## src/rtl/alu_mul_seq_if.sv

```systemverilog
// alu_mul_seq_if: request/result and ALU-sharing signals of the sequential multiplier
// ALU_MUL_SEQ_SIGNED_EN adds the op_signed request bit.
interface alu_mul_seq_if #(parameter int WIDTH = 32);
   logic             start;
   logic [WIDTH-1:0] op_a;
   logic [WIDTH-1:0] op_b;
`ifdef ALU_MUL_SEQ_SIGNED_EN
   logic             op_signed;
`endif
   logic             busy;
   logic             done;
   logic [WIDTH-1:0] product_hi;
   logic [WIDTH-1:0] product_lo;
   logic [WIDTH-1:0] alu_src_a;
   logic [WIDTH-1:0] alu_src_b;
   logic [3:0]       alu_ctr;
   logic [WIDTH-1:0] alu_res;
   modport master (
      output start, op_a, op_b, alu_res,
`ifdef ALU_MUL_SEQ_SIGNED_EN
      output op_signed,
`endif
      input busy, done, product_hi, product_lo, alu_src_a, alu_src_b, alu_ctr
   );
   modport slave (
      input start, op_a, op_b, alu_res,
`ifdef ALU_MUL_SEQ_SIGNED_EN
      input op_signed,
`endif
      output busy, done, product_hi, product_lo, alu_src_a, alu_src_b, alu_ctr
   );
endinterface

```

## src/rtl/alu_mul_seq.sv

```systemverilog
// alu_mul_seq: shift-add multiplier that borrows the shared ALU adder once per multiplier bit
// ALU_MUL_SEQ_SIGNED_EN enables signed operands (abs on entry, negate on exit).
module alu_mul_seq #(
   parameter int         WIDTH    = 32,
   parameter logic [3:0] ADD_CTR  = 4'b0010,
   parameter logic [3:0] SUB_CTR  = 4'b0110,
   parameter logic [3:0] OR_CTR   = 4'b0001,
   parameter logic [3:0] IDLE_CTR = 4'b1111
) (
   input logic         clk,
   input logic         reset,
   alu_mul_seq_if.slave bus
);
   localparam int CW = $clog2(WIDTH) + 1;
`ifdef ALU_MUL_SEQ_SIGNED_EN
   typedef enum logic [2:0] {IDLE, CALC, DONE, PREP_A, PREP_B, FIX} state_t;
`else
   typedef enum logic [1:0] {IDLE, CALC, DONE} state_t;
`endif
   state_t           state_q, state_d;
   logic [WIDTH-1:0] mcand_q, mcand_d, acc_hi_q, acc_hi_d, acc_lo_q, acc_lo_d;
   logic [WIDTH-1:0] product_hi_q, product_hi_d, product_lo_q, product_lo_d;
   logic [CW-1:0]    cnt_q, cnt_d;
   logic [WIDTH-1:0] sum;
   logic             carry;
   logic [2*WIDTH-1:0] step;
`ifdef ALU_MUL_SEQ_SIGNED_EN
   logic             sgn_q, sgn_d, neg_q, neg_d;
   logic [2*WIDTH-1:0] fixed;
   assign fixed = neg_q ? ~{acc_hi_q, acc_lo_q} + (2*WIDTH)'(1) : {acc_hi_q, acc_lo_q};
`endif
   // An unsigned add overflowed exactly when the result wrapped below an operand.
   assign sum   = acc_lo_q[0] ? bus.alu_res : acc_hi_q;
   assign carry = acc_lo_q[0] & (bus.alu_res < acc_hi_q);
   assign step  = {carry, sum, acc_lo_q[WIDTH-1:1]};
   assign bus.busy       = state_q != IDLE;
   assign bus.done       = state_q == DONE;
   assign bus.product_hi = product_hi_q;
   assign bus.product_lo = product_lo_q;
   always_comb begin
      state_d      = state_q;
      mcand_d      = mcand_q;
      acc_hi_d     = acc_hi_q;
      acc_lo_d     = acc_lo_q;
      cnt_d        = cnt_q;
      product_hi_d = product_hi_q;
      product_lo_d = product_lo_q;
`ifdef ALU_MUL_SEQ_SIGNED_EN
      sgn_d        = sgn_q;
      neg_d        = neg_q;
`endif
      bus.alu_src_a = '0;
      bus.alu_src_b = '0;
      bus.alu_ctr   = IDLE_CTR;
      case (state_q)
         IDLE: if (bus.start) begin
            mcand_d  = bus.op_a;
            acc_hi_d = '0;
            acc_lo_d = bus.op_b;
            cnt_d    = '0;
`ifdef ALU_MUL_SEQ_SIGNED_EN
            sgn_d    = bus.op_signed;
            state_d  = PREP_A;
`else
            state_d  = CALC;
`endif
         end
`ifdef ALU_MUL_SEQ_SIGNED_EN
         PREP_A: begin
            bus.alu_src_b = mcand_q;
            bus.alu_ctr   = (sgn_q & mcand_q[WIDTH-1]) ? SUB_CTR : OR_CTR;
            mcand_d       = bus.alu_res;
            neg_d         = sgn_q & mcand_q[WIDTH-1];
            state_d       = PREP_B;
         end
         PREP_B: begin
            bus.alu_src_b = acc_lo_q;
            bus.alu_ctr   = (sgn_q & acc_lo_q[WIDTH-1]) ? SUB_CTR : OR_CTR;
            acc_lo_d      = bus.alu_res;
            neg_d         = neg_q ^ (sgn_q & acc_lo_q[WIDTH-1]);
            state_d       = CALC;
         end
         FIX: begin
            {acc_hi_d, acc_lo_d}         = fixed;
            {product_hi_d, product_lo_d} = fixed;
            state_d                      = DONE;
         end
`endif
         CALC: begin
            bus.alu_src_a        = acc_hi_q;
            bus.alu_src_b        = mcand_q;
            bus.alu_ctr          = ADD_CTR;
            {acc_hi_d, acc_lo_d} = step;
            cnt_d                = cnt_q + CW'(1);
            if (cnt_q == CW'(WIDTH - 1)) begin
`ifdef ALU_MUL_SEQ_SIGNED_EN
               state_d = FIX;
`else
               {product_hi_d, product_lo_d} = step;
               state_d = DONE;
`endif
            end
         end
         DONE:    state_d = IDLE;
         default: state_d = IDLE;
      endcase
   end
   always_ff @(posedge clk or posedge reset) begin
      if (reset) begin
         state_q      <= IDLE;
         mcand_q      <= '0;
         acc_hi_q     <= '0;
         acc_lo_q     <= '0;
         cnt_q        <= '0;
         product_hi_q <= '0;
         product_lo_q <= '0;
`ifdef ALU_MUL_SEQ_SIGNED_EN
         sgn_q        <= 1'b0;
         neg_q        <= 1'b0;
`endif
      end else begin
         state_q      <= state_d;
         mcand_q      <= mcand_d;
         acc_hi_q     <= acc_hi_d;
         acc_lo_q     <= acc_lo_d;
         cnt_q        <= cnt_d;
         product_hi_q <= product_hi_d;
         product_lo_q <= product_lo_d;
`ifdef ALU_MUL_SEQ_SIGNED_EN
         sgn_q        <= sgn_d;
         neg_q        <= neg_d;
`endif
      end
   end
endmodule

```

## src/flat_wrapper.sv

```systemverilog
// flat-port wrapper written by rule: the top's interface ports become plain ports
module alu_mul_seq_flat 
#(
   parameter int         WIDTH    = 32,
   parameter logic [3:0] ADD_CTR  = 4'b0010,
   parameter logic [3:0] SUB_CTR  = 4'b0110,
   parameter logic [3:0] OR_CTR   = 4'b0001,
   parameter logic [3:0] IDLE_CTR = 4'b1111
)
  (clk, reset, bus_start, bus_op_a, bus_op_b, bus_alu_res, bus_busy, bus_done, bus_product_hi, bus_product_lo, bus_alu_src_a, bus_alu_src_b, bus_alu_ctr);
  alu_mul_seq_if #(.WIDTH(WIDTH)) bus_i ();
  input logic clk;
  input logic reset;
  input wire logic [$bits(bus_i.start)-1:0] bus_start;
  input wire logic [$bits(bus_i.op_a)-1:0] bus_op_a;
  input wire logic [$bits(bus_i.op_b)-1:0] bus_op_b;
  input wire logic [$bits(bus_i.alu_res)-1:0] bus_alu_res;
  output wire logic [$bits(bus_i.busy)-1:0] bus_busy;
  output wire logic [$bits(bus_i.done)-1:0] bus_done;
  output wire logic [$bits(bus_i.product_hi)-1:0] bus_product_hi;
  output wire logic [$bits(bus_i.product_lo)-1:0] bus_product_lo;
  output wire logic [$bits(bus_i.alu_src_a)-1:0] bus_alu_src_a;
  output wire logic [$bits(bus_i.alu_src_b)-1:0] bus_alu_src_b;
  output wire logic [$bits(bus_i.alu_ctr)-1:0] bus_alu_ctr;
  assign bus_i.start = bus_start;
  assign bus_i.op_a = bus_op_a;
  assign bus_i.op_b = bus_op_b;
  assign bus_i.alu_res = bus_alu_res;
  assign bus_busy = bus_i.busy;
  assign bus_done = bus_i.done;
  assign bus_product_hi = bus_i.product_hi;
  assign bus_product_lo = bus_i.product_lo;
  assign bus_alu_src_a = bus_i.alu_src_a;
  assign bus_alu_src_b = bus_i.alu_src_b;
  assign bus_alu_ctr = bus_i.alu_ctr;
  alu_mul_seq #(.WIDTH(WIDTH), .ADD_CTR(ADD_CTR), .SUB_CTR(SUB_CTR), .OR_CTR(OR_CTR), .IDLE_CTR(IDLE_CTR)) u_core (.clk(clk), .reset(reset), .bus(bus_i));
endmodule
```

## config.mk

```make
export PLATFORM = sky130hd
export DESIGN_NAME = alu_mul_seq_flat
export DESIGN_NICKNAME = d
export VERILOG_FILES = /design/src/rtl/alu_mul_seq_if.sv /design/src/rtl/alu_mul_seq.sv /design/src/flat_wrapper.sv
export SDC_FILE = /design/constraint.sdc
export NUM_CORES = 1
export LEC_CHECK = 0
export ABC_AREA = 0
export CORE_ASPECT_RATIO = 2
export CORE_MARGIN = 4
export CORE_UTILIZATION = 52
export CTS_CLUSTER_DIAMETER = 200
export CTS_CLUSTER_SIZE = 8
export DETAILED_ROUTE_END_ITERATION = 10
export DONT_BUFFER_PORTS = 1
export PLACE_DENSITY = 0.73
export SETUP_SLACK_MARGIN = 0.5
export SLEW_MARGIN = 20
export SYNTH_ARGS = -nofsm -noshare
export SYNTH_HDL_FRONTEND = slang
export SYNTH_SLANG_ARGS = --single-unit
```

## constraint.sdc

```tcl
create_clock -name clk -period 12.31 [get_ports clk]
set_input_delay 0.6155 -clock clk [delete_from_list [all_inputs] [get_ports clk]]
set_output_delay 0.6155 -clock clk [all_outputs]
set_load 0.02 [all_outputs]
```

==> results.md, run 1 <==
- Crit share post-route: 0.279
- CTS buffer count: 17
- Lkg Pwr: 4.15 nW
- # IOs: between 200 and 250
- Grt ovf: 0
- Crit-path cells: nor2b_2 -> buf_4 -> inv_4 -> buf_4 -> nor2_1
- Total buffers and inverters traversed by the critical path: 3
- Largest delay share family, worst path: buffers and inverters
- Initial antenna violation count: 0
- # diodes: 0
- Synth Area in Simple Gates: 0.177
- Maxcap violations: 0
- Synthesized cell area: 7870 sq um
- Clock-pin transition on the worst setup and hold timing paths: 0.08 ns
- Compound-Gate Fraction of Synth Area: 0.101
- Worst Hold Class: in2async
- Top FF cell, synth: dfrtp_1
- Worst Path Class, Setup: reg2out
- Cell taking the most area after synthesis: dfrtp_1
- CP Data Required Time: 11.69 ns
- Clk root buf: clkbuf_16
- Via count: about 5700
- Sink Count: 168
- Placed cell count: 958
- DRC Markers: 0
- Main area contributors after synthesis: dfrtp_1, nor2_1, nand2_1
- Most frequent cells in the layout: dfrtp_1, nor2_1, nand2_1
- Worst hold margin: 0.234 ns
- Syn. warnings: 0
- CP max stage delay: ~0.84 ns
- Util after Layout: 0.574
- H-Tree Depth: 4
- Total Routing Usage GR: 0.220
- Die ar.: approximately 17000 sq um
- Startpoint types: flip-flop
- Mux cell area share after synthesis: 0.0850
- Post-Syn Nets: ~940
- Post_cts resized: 0
- Final setup vio count: 0
- Vias in the first global route: 6024
- Slowest-stage cell, CP: buf_4
- Setup Skew: about 0.015 ns
- Latest clock arrival within the worst-skew pair: around 0.43 ns
- Fin cells: 990
- Most common cell after layout, fill and taps aside: dfrtp_1
- CTS tree: built
- Synth Area in Adders: 0.0509
- Synth Area in XOR/XNOR: 0.00111
- Syn Area/Cell: 9.71 sq um
- Most used cell, CP: buf_4
- DR iter-0 viols: 245
- Rows: 63
- Clock Tree Buf Depth: 2
- Sequential cell area fraction in the yosys report: 0.534
- Final Hold Vio Count: 0
- Detail Route Antenna Nets: 0
- Post-synth top area share: 0.534
- Die Y: 182 um
- Chip Width: between 90 and 100 um
- PD cells: 234 nW/um^2
- Outcome: complete, no violations
- TNS Setup: 0 ns
- Drt wl/cell: 18.8 um
- Total Wirelength: between 15000 and 20000 um
- DP Area: 7900 sq um
- Syn Inst Count: 811
- Largest family of logic cells by synthesized area: simple AND/OR/NAND/NOR gates
- Crit path DAT: between 2 and 3 ns
- Slew headroom: 0.299
- Post-synth EDFFs: 0
- Crit end category: output port
- Port Buffers: 0
- Layout cells sized above 1: 0.0679
- Drt first pass iters: 4
- DP HPWL: around 13000 um
- RD Place Congestion: approximately 0.8
- Vias per inst: 5.72
- Slew Limit Fails: 0
- Area growth, synth to finish: 8.07%
- Max VDD drop: 0.143 mV
- F_max: 291 MHz
- Area of the core: 14800 sq um
- Unrepaired setup endpoints after global routing: false
- CTS Hold Buffers Added: 0
- Nets: 913
- Initial core utilization: 0.531
- Post-CTS setup buffers: 0
- Tightest Pin Transition: 1.05 ns
- Netlist cell types: 40
- Minimum clock period: 3.43 ns
- Flops & latches, synth: 168
- Largest net degree at the start of global routing: 101
- First-pass GRT wire length: 29800 um
- Worst Path Max Fanout: 85
- Cell area after layout: 8510 sq um
- Async S/R FF share, synth: 1.00
## cell families (layout without fill, tap and decap cells)
family	Yosys count	after routing
xor+xnor	1	1
compound gates	134	134
flops	168	168
other cells	1	1
buf+inv	88	72
fa+ha+maj	32	32
mux	63	63
simple gates	324	324
## worst paths after layout
path | start | to | slack, ns | cells after the start
worst max-delay path | u_core.state_q[0] | bus_alu_src_a[3] | 8.88 | 5
worst min-delay path | reset | u_core.bus.product_lo[12] | 0.23 | 1
worst max register to register | u_core.cnt_q[0] | u_core.bus.product_lo[3] | 9.69 | 7
worst min register to register | u_core.mcand_q[24] | u_core.mcand_q[24] | 0.46 | 2
max in group asynchronous | reset | u_core.acc_lo_q[0] | 10.58 | 2
min in group clk | bus_op_a[12] | u_core.mcand_q[12] | 0.30 | 2
## sequential cells by signal, summed over array words and instances, names as in the netlist
| register | flops |
|---|---|
| u_core.acc_hi_q | 32 |
| u_core.acc_lo_q | 32 |
| u_core.bus.product_hi | 32 |
| u_core.bus.product_lo | 32 |
| u_core.mcand_q | 32 |
| u_core.cnt_q | 6 |
| u_core.state_q | 2 |
## metal layers
layer	vias up	wire length, um	track usage
met5	-	0	0
met4	0	652	0.104
met3	42	1240	0.0535
met2	211	9870	0.385
met1	2742	6810	0.247
li1	2663	-	-
## area by class of cell
cell class | count | area [sq um]
clock inverter | 13 | 155
clock buffer | 19 | 443
sequential | 168 | 4210
inverter | 36 | 144
fill | 1299 | 6310
multi-input combinational | 555 | 3290
timing repair buffer | 4 | 30.0
tap | 195 | 244
## power breakdown
group,switching [mW],internal [mW]
registers,0.146,0.700
logic,0.392,0.216
clock network,0.231,0.310
## synth_stat cells (10+ instances only)
cell        n
inv_1      34
buf_2      15
nand2_1   111
o22ai_1    31
clkbuf_1   16
nor2_1    129
nand3_1    36
o21ai_1    35
mux2i_1    32
ha_1       32
mux2_1     31
dfrtp_1   168
and2_1     34
a21oi_1    38
buf_1      10
## through the flow
stage / worst slack, ns / total power [mW]
2_1_floorplan: 7.15 / 1.33
3_3_place_gp: 9.38 / 1.43
3_5_place_dp: 9.34 / 1.46
4_1_cts: 8.86 / 2.01
5_1_grt: 8.69 / 2.13
6_report: 8.88 / 1.99
Note: power is estimated with default switching activity, not from simulation.
==> inputs of run 2 (changes only) <==
--- a/config.mk
+++ b/config.mk
@@ -5,7 +5,7 @@
 export SDC_FILE = /design/constraint.sdc
 export NUM_CORES = 1
 export LEC_CHECK = 0
-export ABC_AREA = 0
+export ABC_AREA = 1
 export CORE_ASPECT_RATIO = 2
 export CORE_MARGIN = 4
 export CORE_UTILIZATION = 52
@@ -13,7 +13,7 @@
 export CTS_CLUSTER_SIZE = 8
 export DETAILED_ROUTE_END_ITERATION = 10
 export DONT_BUFFER_PORTS = 1
-export PLACE_DENSITY = 0.73
+export PLACE_DENSITY = 0.76
 export SETUP_SLACK_MARGIN = 0.5
 export SLEW_MARGIN = 20
 export SYNTH_ARGS = -nofsm -noshare
==> constraint.sdc (replaced) <==
create_clock -name clk -period 2.8 [get_ports clk]
set_input_delay 0.14 -clock clk [delete_from_list [all_inputs] [get_ports clk]]
set_output_delay 0.14 -clock clk [all_outputs]
set_load 0.02 [all_outputs]
==> results.md, run 2 <==
- Max VDD drop: 0.588 mV (+310%)
- Initial core utilization: 0.528 (-0.00371)
- H-Tree Depth: 4 (unchanged)
- Post-Syn Nets: 1071 (+14%)
- Via count: 6657 (+18%)
- First-pass GRT wire length: 34800 um (+17%)
- CP max stage delay: 0.45 ns (-0.39 ns)
- Syn Area/Cell: 8.32 sq um (-14%)
- Latest clock arrival within the worst-skew pair: 0.42 ns (about the same)
- Lkg Pwr: 4.61 nW (+11%)
- Unrepaired setup endpoints after global routing: false
- Post-CTS setup buffers: 0 (unchanged)
- Worst Path Max Fanout: 105 (+24%)
- Cell area after layout: 9450 sq um (+11%)
- Commonest cells in the synthesized netlist: nand2_1, dfrtp_1, inv_1
- Async S/R FF share, synth: 1.00 (unchanged)
- Layout cells sized above 1: 0.0586 (-0.00933)
- Most frequent cells in the layout: nand2_1, dfrtp_1, inv_1
- Hold Crit Start: bus_op_b[0]
- Chip Width: 94.7 um (-0.32%)
- CTS tree: built
- Tot Pwr: 11.4 mW (+470%)
- Fillers: 1238 (-4.7%)
- Synthesized cell area: 7820 sq um (-0.70%)
- Largest net degree at the start of global routing: 106 (+5.0%)
- DP Area: 7980 sq um (+1.0%)
- Sequential cell area fraction in the yosys report: 0.538 (+0.00376)
- Total Routing Usage GR: 0.258 (+0.0372)
- Cell taking the most area after synthesis: dfrtp_1
- Syn. warnings: 0 (unchanged)
- Crit share post-route: 0.685
- Nets: 1142 (+25%)
- Sink Count: 168 (unchanged)
- Crit-path cells: nor2_4 -> inv_4 -> buf_12 -> nor2_1
- DR iter-0 viols: 232 (-5.3%)
- Largest delay share family, worst path: simple AND/OR/NAND/NOR gates
- CP Launch Point: u_core.state_q[1]
- Slowest-stage cell, CP: nor2_1
- Slew Limit Fails: 0 (unchanged)
- DRC Markers: 0 (unchanged)
- R2R Path Start: u_core.state_q[1]
- Initial antenna violation count: 0 (unchanged)
- Crit path DAT: 1.78 ns (-1.04 ns)
- # IOs: 233 (unchanged)
- TNS Setup: 0 ns (unchanged)
- Crit end category: output port
- Setup Skew: 0.0138 ns (-0.00150 ns)
- CTS buffer count: 17 (unchanged)
- Flops & latches, synth: 168 (unchanged)
- Most common cell after layout, fill and taps aside: nand2_1
- Post-synth top area share: 0.538 (+0.00376)
- Count leader, synth: nand2_1
- Final setup vio count: 0 (unchanged)
- # diodes: 0 (unchanged)
- CP Data Required Time: 2.66 ns (-9.03 ns)
- Minimum clock period: 1.92 ns
- Grt ovf: 0 (unchanged)
- Util after Layout: 0.638 (+0.0636)
- Area of the core: 14800 sq um (unchanged)
- Tightest Pin Transition: 0.888 ns (-0.160 ns)
- Startpoint types: flip-flop
- Outcome: complete, no violations
- Die ar.: 17200 sq um (-0.66%)
- Syn Inst Count: 940 (+16%)
- Post-synth EDFFs: 0 (unchanged)
- F_max: about 520 MHz
- DP HPWL: 13900 um (+7.7%)
- Clock Tree Buf Depth: 2 (unchanged)
- Clock-pin transition on the worst setup and hold timing paths: 0.06 ns (-0.02 ns)
- Area growth, synth to finish: 20.9%
- Detail Route Antenna Nets: 0 (unchanged)
- Rows: 63 (unchanged)
- Vias per inst: 5.46 (-4.4%)
- Top FF cell, synth: dfrtp_1
- Worst Path Class, Setup: reg2out
- RD Place Congestion: 0.843 (+2.9%)
- Slew headroom: 0.406 (+0.107)
- Final Hold Vio Count: 0 (unchanged)
- Drt wl/cell: 17.7 um (-5.4%)
- Netlist cell types: 28 (-30%)
- Vias in the first global route: 7034 (+17%)
- Worst Hold Class: in2reg
- Clk root buf: clkbuf_16
- Die Y: 181 um (-0.34%)
- Total buffers and inverters traversed by the critical path: 2 (-1)
- Port Buffers: 0 (unchanged)
- Maxcap violations: 0 (unchanged)
- Drt first pass iters: 5 (+1)
- Total Wirelength: 21600 um (+16%)
- PD cells: 1210 nW/um^2 (+410%)
- Main area contributors after synthesis: dfrtp_1, nand2_1, o21ai_0
[run 2: cell types whose count changed in the layout (fill, tap and decap cells not counted), moves of 8 or more]
cell / before / now
a21oi_1: 38 / 46
and2_1: 33 / 0
dlygate4sd3_1: 0 / 90
inv_1: 33 / 115
mux2_1: 31 / 0
mux2i_1: 32 / 0
nand2_1: 110 / 248
nand3_1: 36 / 8
nor2_1: 129 / 74
o21ai_0: 8 / 103
[run 2: metal layers]
metal / part of all wire / GRT usage
met4: 0.051 / 0.142
met3: 0.067 / 0.0572
met5: 0 / 0
met2: 0.53 / 0.443
met1: 0.36 / 0.289
[run 2: worst paths after layout]
| kind | end | slack, ns | cells past startpoint |
|---|---|---|---|
| max in group asynchronous | u_core.acc_lo_q[28] | 1.67 | 3 |
| max | bus_alu_src_a[5] | 0.88 | 4 |
| max reg2reg | u_core.acc_hi_q[18] | 0.93 | 5 |
| min reg2reg | u_core.acc_hi_q[31] | 0.49 | 2 |
| min | u_core.acc_lo_q[0] | 0.02 | 2 |
| min in group asynchronous | u_core.bus.product_lo[22] | 0.39 | 2 |
[run 2: kinds of logic after synthesis]
logic type | Yosys count | share of synthesized area
DFF | 168 | 0.538
AOI/OAI and AO/OA | 222 | 0.149
other | 1 | 0.000480
adders and majority gates | 32 | 0.0512
buffers and inverters | 175 | 0.0906
and+or+nand+nor | 342 | 0.171
[run 2: stage by stage]
step / setup slack [ns] / hold slack [ns] / cells
after floorplan: 0.519 / 0.261 / 940
after detailed placement: 0.714 / 0.232 / 1097
after global placement: 0.801 / 0.214 / 1097
final: 0.882 / 0.0218 / 1219
after global routing: 0.783 / 0.0249 / 1219
after CTS: 0.693 / 0.00235 / 1219
[run 2: where the power goes]
group          switching, mW  leakage (nW)  internal, mW
Sequential              1.12          2.01          3.55
Clock                  0.997         0.266          1.26
Combinational           3.19          2.33          1.29
[run 2: cell type report]
class | count | area (sq um) | area share
clock buffers | 19 | 443 | 0.0469
clock inverters | 13 | 123 | 0.0130
inverters | 122 | 467 | 0.0494
multi-input cells | 597 | 2910 | 0.308
flip-flops and latches | 168 | 4210 | 0.445
well taps | 195 | 244 | 0.0258
repair buffers | 105 | 1060 | 0.113
[run 2: what timing repair did]
action,4_1_cts,5_1_grt
setup endpoints to repair,0,1
gates resized for setup,0,1
hold buffers,90,0
endpoints found under the hold margin,136,0
[run 2: worst register-to-register path: cells and delay by family (launching register included)]
family                 cells  cell delay, ns
buffers and inverters      2            0.87
flip-flops                 1            0.41
AND/OR/NAND/NOR            2            0.24
AO/OA/AOI/OAI              1            0.21
